File: src/rtl/ras.sv
// Return address stack for the fetch stage.
// Pushes PC+4 on a predicted call, pops on a predicted return, and exports a
// ptr/cnt checkpoint with every prediction so the backend can restore it.
// Optional feature macro: RAS_TOP_REPAIR_EN (adds recover_top_i and repairs
// the checkpointed top entry on recovery).
module ras #(
  parameter int DEPTH = 16,
  localparam int PW = $clog2(DEPTH)
) (
  input  logic          clk,
  input  logic          reset,
  input  logic          pred_en_i,
  input  logic [1:0]    pred_type_i,
  input  logic [63:0]   pred_pc_i,
  output logic          ret_valid_o,
  output logic [63:0]   ret_target_o,
  output logic [PW-1:0] ptr_o,
  output logic [PW:0]   cnt_o,
  input  logic          recover_en_i,
  input  logic [PW-1:0] recover_ptr_i,
  input  logic [PW:0]   recover_cnt_i,
  input  logic [1:0]    recover_type_i,
  input  logic [63:0]   recover_pc_i
`ifdef RAS_TOP_REPAIR_EN
  ,
  input  logic [63:0]   recover_top_i
`endif
);

  // Prediction type encoding shared with the BTB.
  localparam logic [1:0] TYPE_BRANCH = 2'b00;
  localparam logic [1:0] TYPE_JUMP   = 2'b01;
  localparam logic [1:0] TYPE_CALL   = 2'b10;
  localparam logic [1:0] TYPE_RET    = 2'b11;

  localparam logic [PW:0]   CNT_FULL = (PW+1)'(DEPTH);
  localparam logic [PW-1:0] PTR_ONE  = PW'(1);
  localparam logic [PW:0]   CNT_ONE  = (PW+1)'(1);

  logic [61:0]   stack [DEPTH];
  logic [PW-1:0] ptr, ptr_n;
  logic [PW:0]   cnt, cnt_n;

  logic          act;
  logic [1:0]    op_type;
  logic [63:0]   op_pc;
  logic [63:0]   push_addr;
  logic [PW-1:0] base_ptr;
  logic [PW:0]   base_cnt;
  logic          push_en;
  logic [PW-1:0] push_idx;

  // Saturating occupancy increment; overflow wraps the stack circularly.
  function automatic logic [PW:0] cnt_inc(input logic [PW:0] c);
    return (c >= CNT_FULL) ? CNT_FULL : c + CNT_ONE;
  endfunction

  // Combinational outputs straight from current state (zero-latency prediction).
  always_comb begin
    ret_valid_o  = (cnt != '0);
    ret_target_o = ret_valid_o ? {stack[ptr], 2'b00} : 64'd0;
    ptr_o        = ptr;
    cnt_o        = cnt;
  end

  // Select the operation for this cycle: recovery wins over prediction.
  always_comb begin
    act      = 1'b0;
    op_type  = TYPE_BRANCH;
    op_pc    = 64'd0;
    base_ptr = ptr;
    base_cnt = cnt;
    if (recover_en_i) begin
      act      = 1'b1;
      op_type  = recover_type_i;
      op_pc    = recover_pc_i;
      base_ptr = recover_ptr_i;
      base_cnt = recover_cnt_i;
    end else if (pred_en_i) begin
      act      = 1'b1;
      op_type  = pred_type_i;
      op_pc    = pred_pc_i;
    end
  end

  assign push_addr = op_pc + 64'd4;
  assign push_idx  = base_ptr + PTR_ONE;

  // Next ptr/cnt from the base plus the selected push/pop/no-op.
  always_comb begin
    ptr_n   = ptr;
    cnt_n   = cnt;
    push_en = 1'b0;
    if (act) begin
      ptr_n = base_ptr;
      cnt_n = base_cnt;
      case (op_type)
        TYPE_CALL: begin
          push_en = 1'b1;
          ptr_n   = push_idx;
          cnt_n   = cnt_inc(base_cnt);
        end
        TYPE_RET: begin
          if (base_cnt != '0) begin
            ptr_n = base_ptr - PTR_ONE;
            cnt_n = base_cnt - CNT_ONE;
          end
        end
        TYPE_BRANCH, TYPE_JUMP: ;
        default: ;
      endcase
    end
  end

  // Control state register; reset discards any same-cycle operation.
  always_ff @(posedge clk) begin
    if (reset) begin
      ptr <= '0;
      cnt <= '0;
    end else begin
      ptr <= ptr_n;
      cnt <= cnt_n;
    end
  end

  // Stack storage (not reset); top repair is written before the resolved push.
  always_ff @(posedge clk) begin
    if (!reset) begin
`ifdef RAS_TOP_REPAIR_EN
      if (recover_en_i && (recover_cnt_i != '0))
        stack[recover_ptr_i] <= recover_top_i[63:2];
`endif
      if (push_en)
        stack[push_idx] <= push_addr[63:2];
    end
  end

`ifdef RAS_TOP_REPAIR_EN
  logic unused_top_bits;
  assign unused_top_bits = ^recover_top_i[1:0];
`endif

endmodule
File: config.mk
export PLATFORM = sky130hd
export DESIGN_NAME = ras
export DESIGN_NICKNAME = d
export VERILOG_FILES = /design/src/rtl/ras.sv
export SDC_FILE = /design/constraint.sdc
export NUM_CORES = 1
export LEC_CHECK = 0
export CORE_ASPECT_RATIO = 0.9
export CORE_UTILIZATION = 40
export CTS_CLUSTER_DIAMETER = 60
export DETAILED_ROUTE_END_ITERATION = 16
export PLACE_DENSITY = 0.61
export SYNTH_ARGS = -nofsm -noshare
export SYNTH_HDL_FRONTEND = slang
export SYNTH_SLANG_ARGS = --single-unit
export TNS_END_PERCENT = 50
File: constraint.sdc
create_clock -name clk -period 6.1 [get_ports clk]
set_input_delay 0.915 -clock clk [delete_from_list [all_inputs] [get_ports clk]]
set_output_delay 0.915 -clock clk [all_outputs]
set_load 0.02 [all_outputs]
==> flow_summary_export.csv <==
group,metric,value,unit
routing,drt_iter0_markers,2129,
min_path,timing.hold.worst_endpoint,"cnt_o[3]",
die,top_level_ports,219,
logic_synthesis,gate_count_of_the_mapped_netlist,2002,
setup_path,crit_arrival,3980,ps
logic_synthesis,synth_top_cells_by_area,"edfxtp_1 (72%), mux4_2 (17%), nor2b_1 (0.99%)",
logic_synthesis,synth-seq-cells,1005,
run_status,outcome,"finished, final reports clean",
setup_path,cp_data_required_time,5180,ps
timing,hold_violations,0,
logic_synthesis,synth.yosys.seq_area_share,73.01,%
logic_synthesis,synth.yosys.warnings,0,
cts,tritoncts,"built",
flow_run,drv.max_cap_violation_count,0,
logic_synthesis,synth.distinct_cells,59,
setup_path,path_buf_inv,2,
setup_path,critical_path_peak_fanout,36,
timing,postLayoutSetupSlackWorst,1201,ps
logic_synthesis,synth_top_flop_cell,"edfxtp_1",
timing,period_minus_slack,4899,ps
placement,dpl_worst_slack,1008,ps
min_path,min_delay_startpoint,"cnt_o[3]",
die,fp.dieArea,0.1042,mm^2
setup_path,critPathTopFamily,"buffers and inverters",
pwr,power_leakage,14.96,nW
routing,first_pass_iters,9,
finish,post_route_cells_drive_above_1_share,24.45,%
cts,clock_sinks,1005,
cts,cts_buffer_depth,3,
cts,tritoncts.num_buffers,101,
timing,rsz0062_at_grt,"no",
grt,global_route.overflow_total,0,
cts,cts_root_buf,"clkbuf_16",
cts,holdBufCountCts,0,
logic_synthesis,synth_edf_count,992,
routing,drt-total-wl,103.7,mm
logic_synthesis,yosys.area.top_type_share,72.38,%
cts,path_clk_slew,60,ps
routing,detail_route.drc_violations,0,
timing,slew-limit-headroom,5.387,%
placement,post-dp-hpwl,60.16,mm
timing,finalHoldWorstSlack,667.5,ps
grt,number_of_antenna_violations_at_the_first_check_in_global_routing,7,
grt,grt_pass1_wl,149.9,mm
setup_path,path_class,"reg -> out",
finish,num-nets-final,2445,
timing,setup_total_neg_slack,0,ps
cts,cts.repair_timing.setup_buffer_count,0,
setup_path,worst-r2r-setup-slack,2460,ps
pwr,cellPowerDensity,323.0,mW/mm^2
logic_synthesis,mappedNetlistArea,0.04116,mm^2
timing,timing_worst_slew_pin_value,1409,ps
setup_path,cp_slowest_cell,"dfxtp_4",
setup_path,cp_slowest_stage_delay,930,ps
placement,numPortBuffers,212,
finish,area.growth.synth_to_final,18.05,%
die,core.rowCount,111,
min_path,worstHoldPathType,"reg -> reg",
setup_path,worst_r2r_startpoint,"ptr_o[1]",
timing,period_share,80.32,%
setup_path,crit_path_start_kind,"flip-flop",
cts,cts_resized,0,
routing,detail_route.vias_per_cell,5.756,
timing,timing.final.max_slew_violations,0,
setup_path,timing.reg2reg.worst_path_depth,7,
grt,grt_max_degree,97,
setup_path,r2r_end,"stack[5][28]",
grt,grt_util_all_layers,19.90,%
routing,final_antenna_net_count,0,
finish,multiInputGateArea,0.01075,mm^2
logic_synthesis,yosys.area.top_type,"edfxtp_1",
die,core_area,0.1019,mm^2
setup_path,kind_of_end_point_of_the_critical_path,"primary output",
timing,fmax,204.1,MHz
routing,post_drt_wl_per_cell,27.84,um
cts,cts_max_level,3,
die,die_w,340.1,um
logic_synthesis,synth-async-reset-ratio,0,%
timing,fin_clk_skew,23.14,ps
die,floorplan.die.height,306.3,um
setup_path,worstPathCellList,"buf_4 -> mux4_2 -> mux4_2 -> nor2b_1 -> clkdlybuf4s50_1",
finish,register_cell_area_after_layout,0.03006,mm^2
timing,report.final.setup_viol,0,
cts,worstSkewPairLatency,650,ps
pwr,ir_drop_worst_case_vdd,0.1873,mV
die,initial_core_util,40.37,%
setup_path,cell_occurring_most_often_along_the_worst_timing_path,"mux4_2",
min_path,timing.hold.worst_path_depth,2,
placement,place.gp.congestion,0.8167,
finish,number_of_fill_cells_in_the_layout,8356,
routing,routed-via-count,21450,
grt,number_of_global_route_vias_before_repair,21900,
logic_synthesis,syn-mean-instance-area,20.56,um^2
## sequential cells by signal, summed over array words and instances (netlist names), named ones only
signal / flops
cnt_o: 5
ptr_o: 4
stack: 992
## Yosys cell counts (5+ instances only)
library cell	number
a21oi_1	21
o21ai_0	31
nand4b_1	26
buf_1	33
a22oi_1	31
mux4_2	310
nor2b_1	65
a222oi_1	5
ha_1	11
buf_2	8
nand2_1	95
a22o_1	9
nand3_1	62
clkbuf_1	62
dfxtp_1	13
edfxtp_1	992
xnor2_1	43
nand4_1	7
nand3b_1	6
nor3_1	11
xor2_1	21
nor2_1	55
inv_1	11
mux2i_1	9
## worst max-delay path by stage
stage / to / slack (ps) / cells past startpoint
final: ret_target_o[46] / 1200 / 5
after global routing: ret_target_o[46] / 960 / 5
after CTS: ret_target_o[46] / 1050 / 5
after detailed placement: stack[6][52] / 1010 / 11
after global placement: stack[4][52] / 1120 / 11
after floorplan: stack[14][0] / 360 / 10
## cell type report
cell class,count,area share (%)
diodes,2,0.01030
repair buffers,295,5.957
inverters,11,0.08498
flip-flops and latches,1005,61.88
well taps,1356,3.492
clock buffers,122,5.539
multi-input cells,875,22.12
clock inverters,60,0.9219
## power by group
group          leakage [nW]  internal, mW  switching, mW  total, mW
logic                  4.28         0.968           1.04       2.01
clock network          1.54          3.38           2.50       5.88
registers              9.14          7.70          0.102       7.80
total                  15.0          12.0           3.65       15.7
## cells in the final DEF (no fill, tap or decap), types with 11 or more instances in the layout
| master | n |
|---|---|
| buf_12 | 12 |
| nand4b_1 | 26 |
| a22oi_1 | 31 |
| nand3_1 | 62 |
| o21ai_0 | 31 |
| nor2_1 | 38 |
| xnor2_1 | 40 |
| nor3_1 | 11 |
| mux4_2 | 310 |
| nor2_4 | 17 |
| edfxtp_1 | 992 |
| nand2_1 | 95 |
| clkinv_2 | 26 |
| buf_4 | 72 |
| ha_1 | 11 |
| clkinv_1 | 20 |
| nor2b_1 | 64 |
| xor2_1 | 20 |
| a21oi_1 | 21 |
| clkdlybuf4s50_1 | 210 |
| clkbuf_1 | 17 |
| clkbuf_16 | 105 |
| inv_1 | 11 |
## metal layers
layer  routed length, um  share of wire (%)  GRT usage, %
met1               44650                 43         28.88
met2               47420                 46         29.93
met3                9241                8.9         5.270
met4                2377                2.3         4.985
met5                  51              0.049             0
## cells by family after synthesis
| logic type | count (synthesis) | synth area share (%) |
|---|---|---|
| mux | 319 | 17.18 |
| flops | 1005 | 73.01 |
| fa+ha+maj | 11 | 0.3344 |
| simple gates | 352 | 4.657 |
| buf+inv | 123 | 1.295 |
| xor+xnor | 64 | 1.362 |
| compound gates | 127 | 2.152 |
| other cells | 1 | 0.009111 |
## tightest hold or removal path, delay by kind of cell, from the launching register on
family,cells,cell delay (ps)
compound gates,1,70
simple gates,1,190
flops,1,350
## metrics by stage
stage	power (mW)	cell area [um^2]	util (%)	instances
6_report	15.69	48590	47.66	3726
5_1_grt	16.18	48580	47.66	3725
4_1_cts	15.81	48540	47.61	3722
3_5_place_dp	9.978	45400	44.53	3540
3_3_place_gp	9.948	45400	44.53	3540
2_1_floorplan	9.140	41160	-	2003
Note: power is estimated with default switching activity, not from simulation.
